$ cat config.mk
export PLATFORM = sky130hd
export DESIGN_NAME = dcache_refill_engine
export DESIGN_NICKNAME = d
export VERILOG_FILES = /design/src/rtl/dcache_refill_engine.sv
export SDC_FILE = /design/constraint.sdc
export NUM_CORES = 2
export LEC_CHECK = 0
export ABC_CLOCK_PERIOD_IN_PS = 2300
export BUFFER_PORTS_ARGS = -buffer_cell sky130_fd_sc_hd__buf_4
export CAP_MARGIN = 10
export CORE_UTILIZATION = 30
export DETAILED_ROUTE_END_ITERATION = 8
export PLACE_DENSITY_LB_ADDON = 0.3
export SLEW_MARGIN = 20
export SYNTH_ARGS = -nofsm -noshare
export SYNTH_HDL_FRONTEND = slang
export SYNTH_SLANG_ARGS = --single-unit
$ cat constraint.sdc
create_clock -name clk -period 2.3 [get_ports clk]
set_input_delay 0 -clock clk [delete_from_list [all_inputs] [get_ports clk]]
set_output_delay 0 -clock clk [all_outputs]
set_load 0.02 [all_outputs]
$ cat src/rtl/dcache_refill_engine.sv
// L1 dCache miss service: optional dirty-victim writeback burst, then a
// read burst that reassembles the missing block and returns it.
module dcache_refill_engine #(
  parameter int BLOCK_BITS = 256,
  parameter int BEAT_BITS  = 32,
  parameter int ADDR_W     = 32
) (
  input  logic                  clk,
  input  logic                  rst,
  input  logic                  miss_req,
  input  logic [ADDR_W-1:0]     miss_addr,
  input  logic                  evict_dirty,
  input  logic [ADDR_W-1:0]     evict_addr,
  input  logic [BLOCK_BITS-1:0] evict_data,
  output logic                  busy,
  output logic                  repair_resolved,
  output logic [ADDR_W-1:0]     refill_addr,
  output logic [BLOCK_BITS-1:0] refill_data,
  output logic                  mem_cmd_valid,
  input  logic                  mem_cmd_ready,
  output logic                  mem_cmd_we,
  output logic [ADDR_W-1:0]     mem_cmd_addr,
  output logic                  mem_wvalid,
  input  logic                  mem_wready,
  output logic [BEAT_BITS-1:0]  mem_wdata,
  output logic                  mem_wlast,
  input  logic                  mem_rvalid,
  input  logic [BEAT_BITS-1:0]  mem_rdata
);

  localparam int BEATS = BLOCK_BITS / BEAT_BITS;
  localparam int OFF   = $clog2(BLOCK_BITS / 8);
  localparam int CW    = (BEATS > 1) ? $clog2(BEATS) : 1;
  localparam logic [CW-1:0] LAST = CW'(BEATS - 1);

  localparam logic [2:0] IDLE    = 3'd0;
  localparam logic [2:0] WB_CMD  = 3'd1;
  localparam logic [2:0] WB_DATA = 3'd2;
  localparam logic [2:0] RD_CMD  = 3'd3;
  localparam logic [2:0] RD_DATA = 3'd4;
  localparam logic [2:0] RESOLVE = 3'd5;

  logic [2:0]            state;
  logic [CW-1:0]         cnt;
  logic [CW-1:0]         cnt_nxt;
  logic                  beat_last;
  logic                  cmd_hs;
  logic                  w_hs;
  logic [ADDR_W-1:0]     miss_q;
  logic [ADDR_W-1:0]     cmd_addr_q;
  logic [BLOCK_BITS-1:0] evict_q;
  logic [BLOCK_BITS-1:0] rbuf;
  logic [BLOCK_BITS-1:0] rbuf_nxt;
  logic [BEAT_BITS-1:0]  wbeat;

  function automatic logic [ADDR_W-1:0] blk(
    input logic [ADDR_W-1:0] a
  );
    return {a[ADDR_W-1:OFF], {OFF{1'b0}}};
  endfunction

  assign busy            = (state != IDLE);
  assign repair_resolved = (state == RESOLVE);
  assign mem_cmd_valid   = (state == WB_CMD) |
                           (state == RD_CMD);
  assign mem_cmd_we      = (state == WB_CMD);
  assign mem_cmd_addr    = cmd_addr_q;
  assign mem_wvalid      = (state == WB_DATA);

  assign beat_last = (cnt == LAST);
  assign cnt_nxt   = beat_last ? '0 : cnt + 1'b1;
  assign cmd_hs    = mem_cmd_valid & mem_cmd_ready;
  assign w_hs      = mem_wvalid & mem_wready;
  assign mem_wlast = mem_wvalid & beat_last;
  assign mem_wdata = mem_wvalid ? wbeat : '0;

  always_comb begin
    wbeat    = '0;
    rbuf_nxt = rbuf;
    for (int i = 0; i < BEATS; i++) begin
      if (cnt == CW'(i)) begin
        wbeat = evict_q[i*BEAT_BITS +: BEAT_BITS];
        rbuf_nxt[i*BEAT_BITS +: BEAT_BITS] = mem_rdata;
      end
    end
  end

  always_ff @(posedge clk) begin
    if (rst) begin
      state       <= IDLE;
      cnt         <= '0;
      miss_q      <= '0;
      cmd_addr_q  <= '0;
      evict_q     <= '0;
      rbuf        <= '0;
      refill_addr <= '0;
      refill_data <= '0;
    end else begin
      unique case (state)
        IDLE: begin
          if (miss_req) begin
            miss_q     <= miss_addr;
            evict_q    <= evict_data;
            cmd_addr_q <= evict_dirty ? blk(evict_addr)
                                      : blk(miss_addr);
            state      <= evict_dirty ? WB_CMD : RD_CMD;
          end
        end
        WB_CMD: begin
          if (cmd_hs) state <= WB_DATA;
        end
        WB_DATA: begin
          if (w_hs) begin
            cnt <= cnt_nxt;
            if (beat_last) begin
              cmd_addr_q <= blk(miss_q);
              state      <= RD_CMD;
            end
          end
        end
        RD_CMD: begin
          if (cmd_hs) state <= RD_DATA;
        end
        RD_DATA: begin
          if (mem_rvalid) begin
            rbuf <= rbuf_nxt;
            cnt  <= cnt_nxt;
            // Publish straight from the merge so the final beat lands too
            if (beat_last) begin
              refill_data <= rbuf_nxt;
              refill_addr <= blk(miss_q);
              state       <= RESOLVE;
            end
          end
        end
        RESOLVE: state <= IDLE;
        default: state <= IDLE;
      endcase
    end
  end

endmodule

== Word level (Yosys, flattened, before mapping) ==
Cells that the tools add are included.

* Bits in read-only memories: 0
* Memories: 0
* Latch bits: 0
* Input bits: 359
* Output and inout port bits: 358
* Bits in writable memories: 0
* Register bits after elaboration: 865

* Bitwise operators: 4
* Shifts and indexed selects: 0
* $add $sub $neg: 1
* Multiplexer cells: 35
* Equality and inequality tests: 19
* Div/mod/pow operators: 0
* Multipliers: 0
* $lt $le $gt $ge: 0
* Reductions and logical operators: 11

{| class="wikitable"
|+ Operator list
! cell !! count
|-
| 32-bit two-way mux || 21
|-
| 32-bit one-hot mux with 2 select lines || 1
|-
| 3-bit two-way mux || 10
|-
| 3-bit == test (second input constant) || 6
|-
| 3-bit one-hot mux with 5 select lines || 1
|-
| 3-bit by 2-bit == test with 1-bit output (second input constant) || 4
|-
| 2-bit inequality test (second input constant) || 4
|-
| 7-bit AND reduction || 1
|-
| 3-bit by 1-bit == test with 1-bit output (second input constant) || 2
|-
| 3-bit logical NOT || 2
|-
| 2-bit by 1-bit inequality test with 1-bit output (second input constant) || 3
|-
| 3-bit one-hot mux with 2 select lines || 1
|-
| 3-bit AND reduction || 2
|-
| 2-bit AND reduction || 2
|-
| 4-bit AND reduction || 1
|-
| 2-bit nonzero test || 2
|-
| 3-bit by 1-bit adder with 3-bit output (second input constant) || 1
|-
| 1-bit AND || 3
|-
| 3-bit nonzero test || 1
|-
| 2-bit two-way mux || 1
|-
| 1-bit OR || 1
|}

== Logic depth before layout (Yosys ltp) ==
* Word-level depth: 10
* Mapped depth: 10

== Least setup slack after synthesis ==
OpenSTA, ideal clock, no wires.

* Path kind: reg2out
* Start: register cnt[2]
* End: output port mem_wdata[0]
* Arrival time: 2.140 ns
* Cell stages (with the launch flop): 8
* Data required time: 2.300 ns
* Buffers on the path: 3
* Slack: 0.160 ns
* Path through: dfxtp_1 inv_1 clkbuf_1 ha_1 buf_2 clkbuf_1 a221oi_1 o22ai_1

* Cells in the longest elaborated chain, start to end: 10

{| class="wikitable"
|+ RTL lines
! element !! line !! RTL
|-
| start, declared || 44 || <nowiki>logic [CW-1:0] cnt;</nowiki>
|-
| start signal, assigned || 114 || <nowiki>cnt <= cnt_nxt;</nowiki>
|-
| start signal, assigned || 127 || <nowiki>cnt <= cnt_nxt;</nowiki>
|-
| 3-bit logical NOT || 81 || <nowiki>if (cnt == CW'(i)) begin</nowiki>
|-
| 32-bit two-way mux (7 in series) || 81 ||
|-
| 32-bit two-way mux (*) || 81 ||
|-
| 32-bit two-way mux (*) || 75 || <nowiki>assign mem_wdata = mem_wvalid ? wbeat : '0;</nowiki>
|-
| end, declared || 25 || <nowiki>output logic [BEAT_BITS-1:0] mem_wdata,</nowiki>
|}

Every way passes the cells marked *; elsewhere a longest branch is shown, timed or not.

== Worst setup path in the final report ==
* Start: register cnt[0]
* End: output port mem_wdata[1]

The elaborated chain is that of the path after synthesis.

==> flow_results.org <==
** Synth
- Averaged over all synthesized cells, the footprint is a little under 8 um2.
- After synthesis, the share of flip-flops with an asynchronous set or reset is 0.
- Synthesis instantiated 38 different standard cells from the library.
- Synthesis produced a netlist whose cell count is 4,356.
- Total number of yosys warnings :: 0
- Yosys mapped a number of flops with a built-in enable equal to 0.
- The share of the Yosys chip area taken by registers is 0.485.
- Among all flip-flop cells after synthesis, the most frequent one is dfxtp_1.
- Synthesis inferred just over 800 register bits.
- Post-synthesis instance area :: about 34,000 um2

** Final layout
- Leaving out fill and tap cells, the most frequent cell in the layout is nand2_1.
- Layout Area Growth over Synthesis :: 44.0%
- Post-route standard cell area excluding fillers :: 48,900 um2
- Of the cells placed in the final design, the portion with a size suffix greater than 1 is 0.208.
- Layout net count :: roughly 5.6k
- The library cells used most frequently in the layout, excluding fill and tap cells, are 1,359 x nand2_1, 820 x dfxtp_1, 781 x buf_4.

** Global routing
- Overall Global Routing Usage :: 0.224
- Via count of the first global-routing pass :: ~32k
- After global routing the overflow that remains totals 0.
- Largest net degree at the start of global routing :: about 150
- Initial antenna violation count :: 8
- The first global-routing pass estimated between 150,000 and 200,000 um of wire.

** Floorplanning
- Measured along the y axis, the die boundary spans between 300 and 400 um.
- Std-Cell Rows :: 123
- The total area inside the core boundary comes to approximately 110,000 um2.
- The initial utilization of the core area, before any placement, comes to 0.303.
- Area of the die :: 115,000 um2
- 717 I/O pins were placed.
- The die is 339 um wide.

** Clock tree
- In this run the deepest clock path goes through 3 buffers.
- CTS tree :: done
- Post-CTS clock slew at the launch and capture registers of the worst setup and hold paths :: roughly 0.060 ns
- # H-tree levels :: 3
- The root buffer cell chosen for the clock tree is clkbuf_16.
- Number of buffers inserted during clock tree synthesis :: 92
- TritonCTS Sinks :: around 820
- The clock reaches the later pin of the worst-skew pair after about 0.68 ns.

** Worst setup path
- The worst setup path is of the register to primary output kind.
- STA classifies the critical path endpoint as a primary output.
- Data on the critical path is required at its endpoint by approximately 2.3 ns.
- Startpoint class of the critical path :: register
- The signal on the critical path passes through buf_6, ha_4, nor2b_4, buf_6, a221o_1, a221oi_2, o22ai_1, buf_4.
- The slowest stage of the critical path belongs to the cell a221oi_2.
- Among the stages of the critical path, the cell type that occurs most often is buf_6.
- Data arrives at the worst endpoint at 2.84 ns.
- Critical Path Fanout Max :: 8
- Highest cell delay on the worst timing path :: between 0.4 and 0.5 ns
- Minimum setup slack among reg-to-reg paths :: 0.06 ns

** Place
- Summing all placed instances gives a cell area of ~40,000 um2.
- Detailed placement ended at an HPWL of roughly 90,000 um.
- During placement, the flow inserted port buffers numbering about 700.
- The congestion estimate from routability-driven global placement came to about 0.91.
- At the placement stage, the worst setup path has a slack of -0.0902 ns.

** Timing
- Unrepaired setup endpoints after global routing :: true
- Final Cycle Share :: 1.24
- Endpoints failing setup :: 32
- Max Freq :: between 300 and 400 MHz
- In this run the tightest slew margin relative to its limit is 0.605.
- The max-slew violation count is 0.
- At the pin with the least slew margin, the transition time is between 0.5 and 0.6 ns.
- Worst Setup Slack, final :: -0.544 ns
- Final Hold Fails :: 0
- Clock period minus worst slack :: 2.84 ns
- For the final database, setup skew stands at a little under 0.07 ns.

** Detailed routing
- For this block, the initial DRC count from the detailed router was around 2.5k.
- Summing over every cut layer, the via total after detailed routing is around 34k.
- Residual DRC :: 0
- Routed Wire Length :: 137,000 um
- Remaining number of nets flagged by the antenna check after routing :: 0
- TritonRoute pass-1 iters :: 5
- Ratio of routed vias to standard cells :: about 5
- In the final routed layout, each cell accounts on average for roughly 20 um.

** Pwr
- In this run the static leakage power is 18.0 nW.
- Power density of the placed cells :: 721 nW/um2
- Worst voltage drop across the vdd grid :: between 0.0005 and 0.0006 V

** Worst hold path
- HP Class :: primary input to register

** Run status
- The run finished, with violations left.
- The final reports fail on negative setup slack.

** Flow run
- Max capacitance violation total :: 0
[routing by layer]
layer  vias to the layer above  track usage  part of all wire
met5                         -            0                 0
met4                         0       0.0991             0.043
met3                       254       0.0400             0.068
met2                      1294        0.363              0.46
met1                     16200        0.291              0.43
li1                      16500            -                 -
[flip-flops by register name, summed over array words and instances (netlist names)]
name / flops
evict_q: 256
refill_data: 256
rbuf: 224
mem_cmd_addr: 27
miss_q: 27
refill_addr: 27
cnt: 3
state: 3
[cell families (layout without fill, tap and decap cells)]
family	count (synthesis)	in the layout	synth area share
multiplexers	155	155	0.0456
flip-flops	823	823	0.485
AO/OA/AOI/OAI	1114	1114	0.201
adder cells (fa/ha/maj)	6	6	0.00221
other	1	16	0.000110
AND/OR/NAND/NOR	1718	1718	0.198
buffers and inverters	539	1512	0.0683
[power by group]
| part | switching [mW] | internal [mW] |
|---|---|---|
| combinational | 2.78 | 2.11 |
| clock | 6.37 | 8.96 |
| sequential | 0.367 | 14.7 |
| total | 9.51 | 25.8 |
[cells in the mapped netlist (2+ instances only)]
master    instances  share of area
a221oi_1         64          0.016
a211oi_2         10         0.0037
mux2i_1         155          0.046
nand3b_1         32         0.0071
nand2_1        1362           0.15
nor2b_1           6         0.0011
and3_1            3        0.00055
nor2_1          231          0.026
a211oi_1        120          0.027
a311oi_1         97          0.025
o21ai_1           6        0.00088
buf_4            35         0.0077
ha_1              6         0.0022
and2_1            9         0.0017
o211ai_1         27         0.0060
nand3_1          66         0.0097
buf_6             3        0.00099
buf_2           115          0.017
buf_1            10         0.0011
dfxtp_1         823           0.48
or3_1             2        0.00037
or3b_1            2        0.00052
clkbuf_1        275          0.030
a21oi_1         695           0.10
a221o_1          32         0.0094
o22ai_1          32         0.0059
o21ai_0          28         0.0041
inv_1           100          0.011
[metrics by stage]
step	setup TNS (ns)	instances	power (mW)	hold WS (ns)	util
6_report	-13.10	6844	35.3	0.0631	0.436
5_1_grt	-16.44	6843	36.5	0.0664	0.436
4_1_cts	-14.30	6825	35.3	0.00436	0.432
3_5_place_dp	-0.415	6280	19.3	0.256	0.367
3_3_place_gp	-0.398	6280	19.3	0.247	0.367
2_1_floorplan	0	4365	17.4	0.134	-
[area by class of cell]
type / count / area [um2]
Clock inverter: 41 / 543
Tap cell: 1500 / 1880
Timing Repair Buffer: 1242 / 11200
Antenna cell: 6 / 15.0
Fill cell: 11100 / 63400
Inverter: 101 / 379
Multi-Input combinational cell: 3003 / 15800
Sequential cell: 823 / 16500
Clock buffer: 128 / 2630
[worst max-delay path: cells and delay by family, from the launching register on]
kind	cells	cell delay, ns
adders and majority gates	1	0.23
buffers and inverters	3	0.45
and+or+nand+nor	1	0.10
AOI/OAI and AO/OA	3	1.03
DFF	1	0.36
[worst paths after layout]
| check | from | endpoint | cells past startpoint |
|---|---|---|---|
| max reg2reg | cnt[0] | refill_data[41] | 7 |
| min reg2reg | miss_q[11] | refill_addr[11] | 2 |
| max | cnt[0] | mem_wdata[1] | 8 |
| min | evict_dirty | mem_cmd_addr[6] | 5 |
[what timing repair did]
action | CTS | global route
endpoints found under the setup margin | 33 | 58
cloned | 1 | 7
pin swaps | 15 | 23
resized for setup | 67 | 36
hold buffers | 370 | 0
setup buffers | 6 | 8
endpoints found under the hold margin | 796 | 0
No activity file was read; power rests on OpenSTA's default activity.
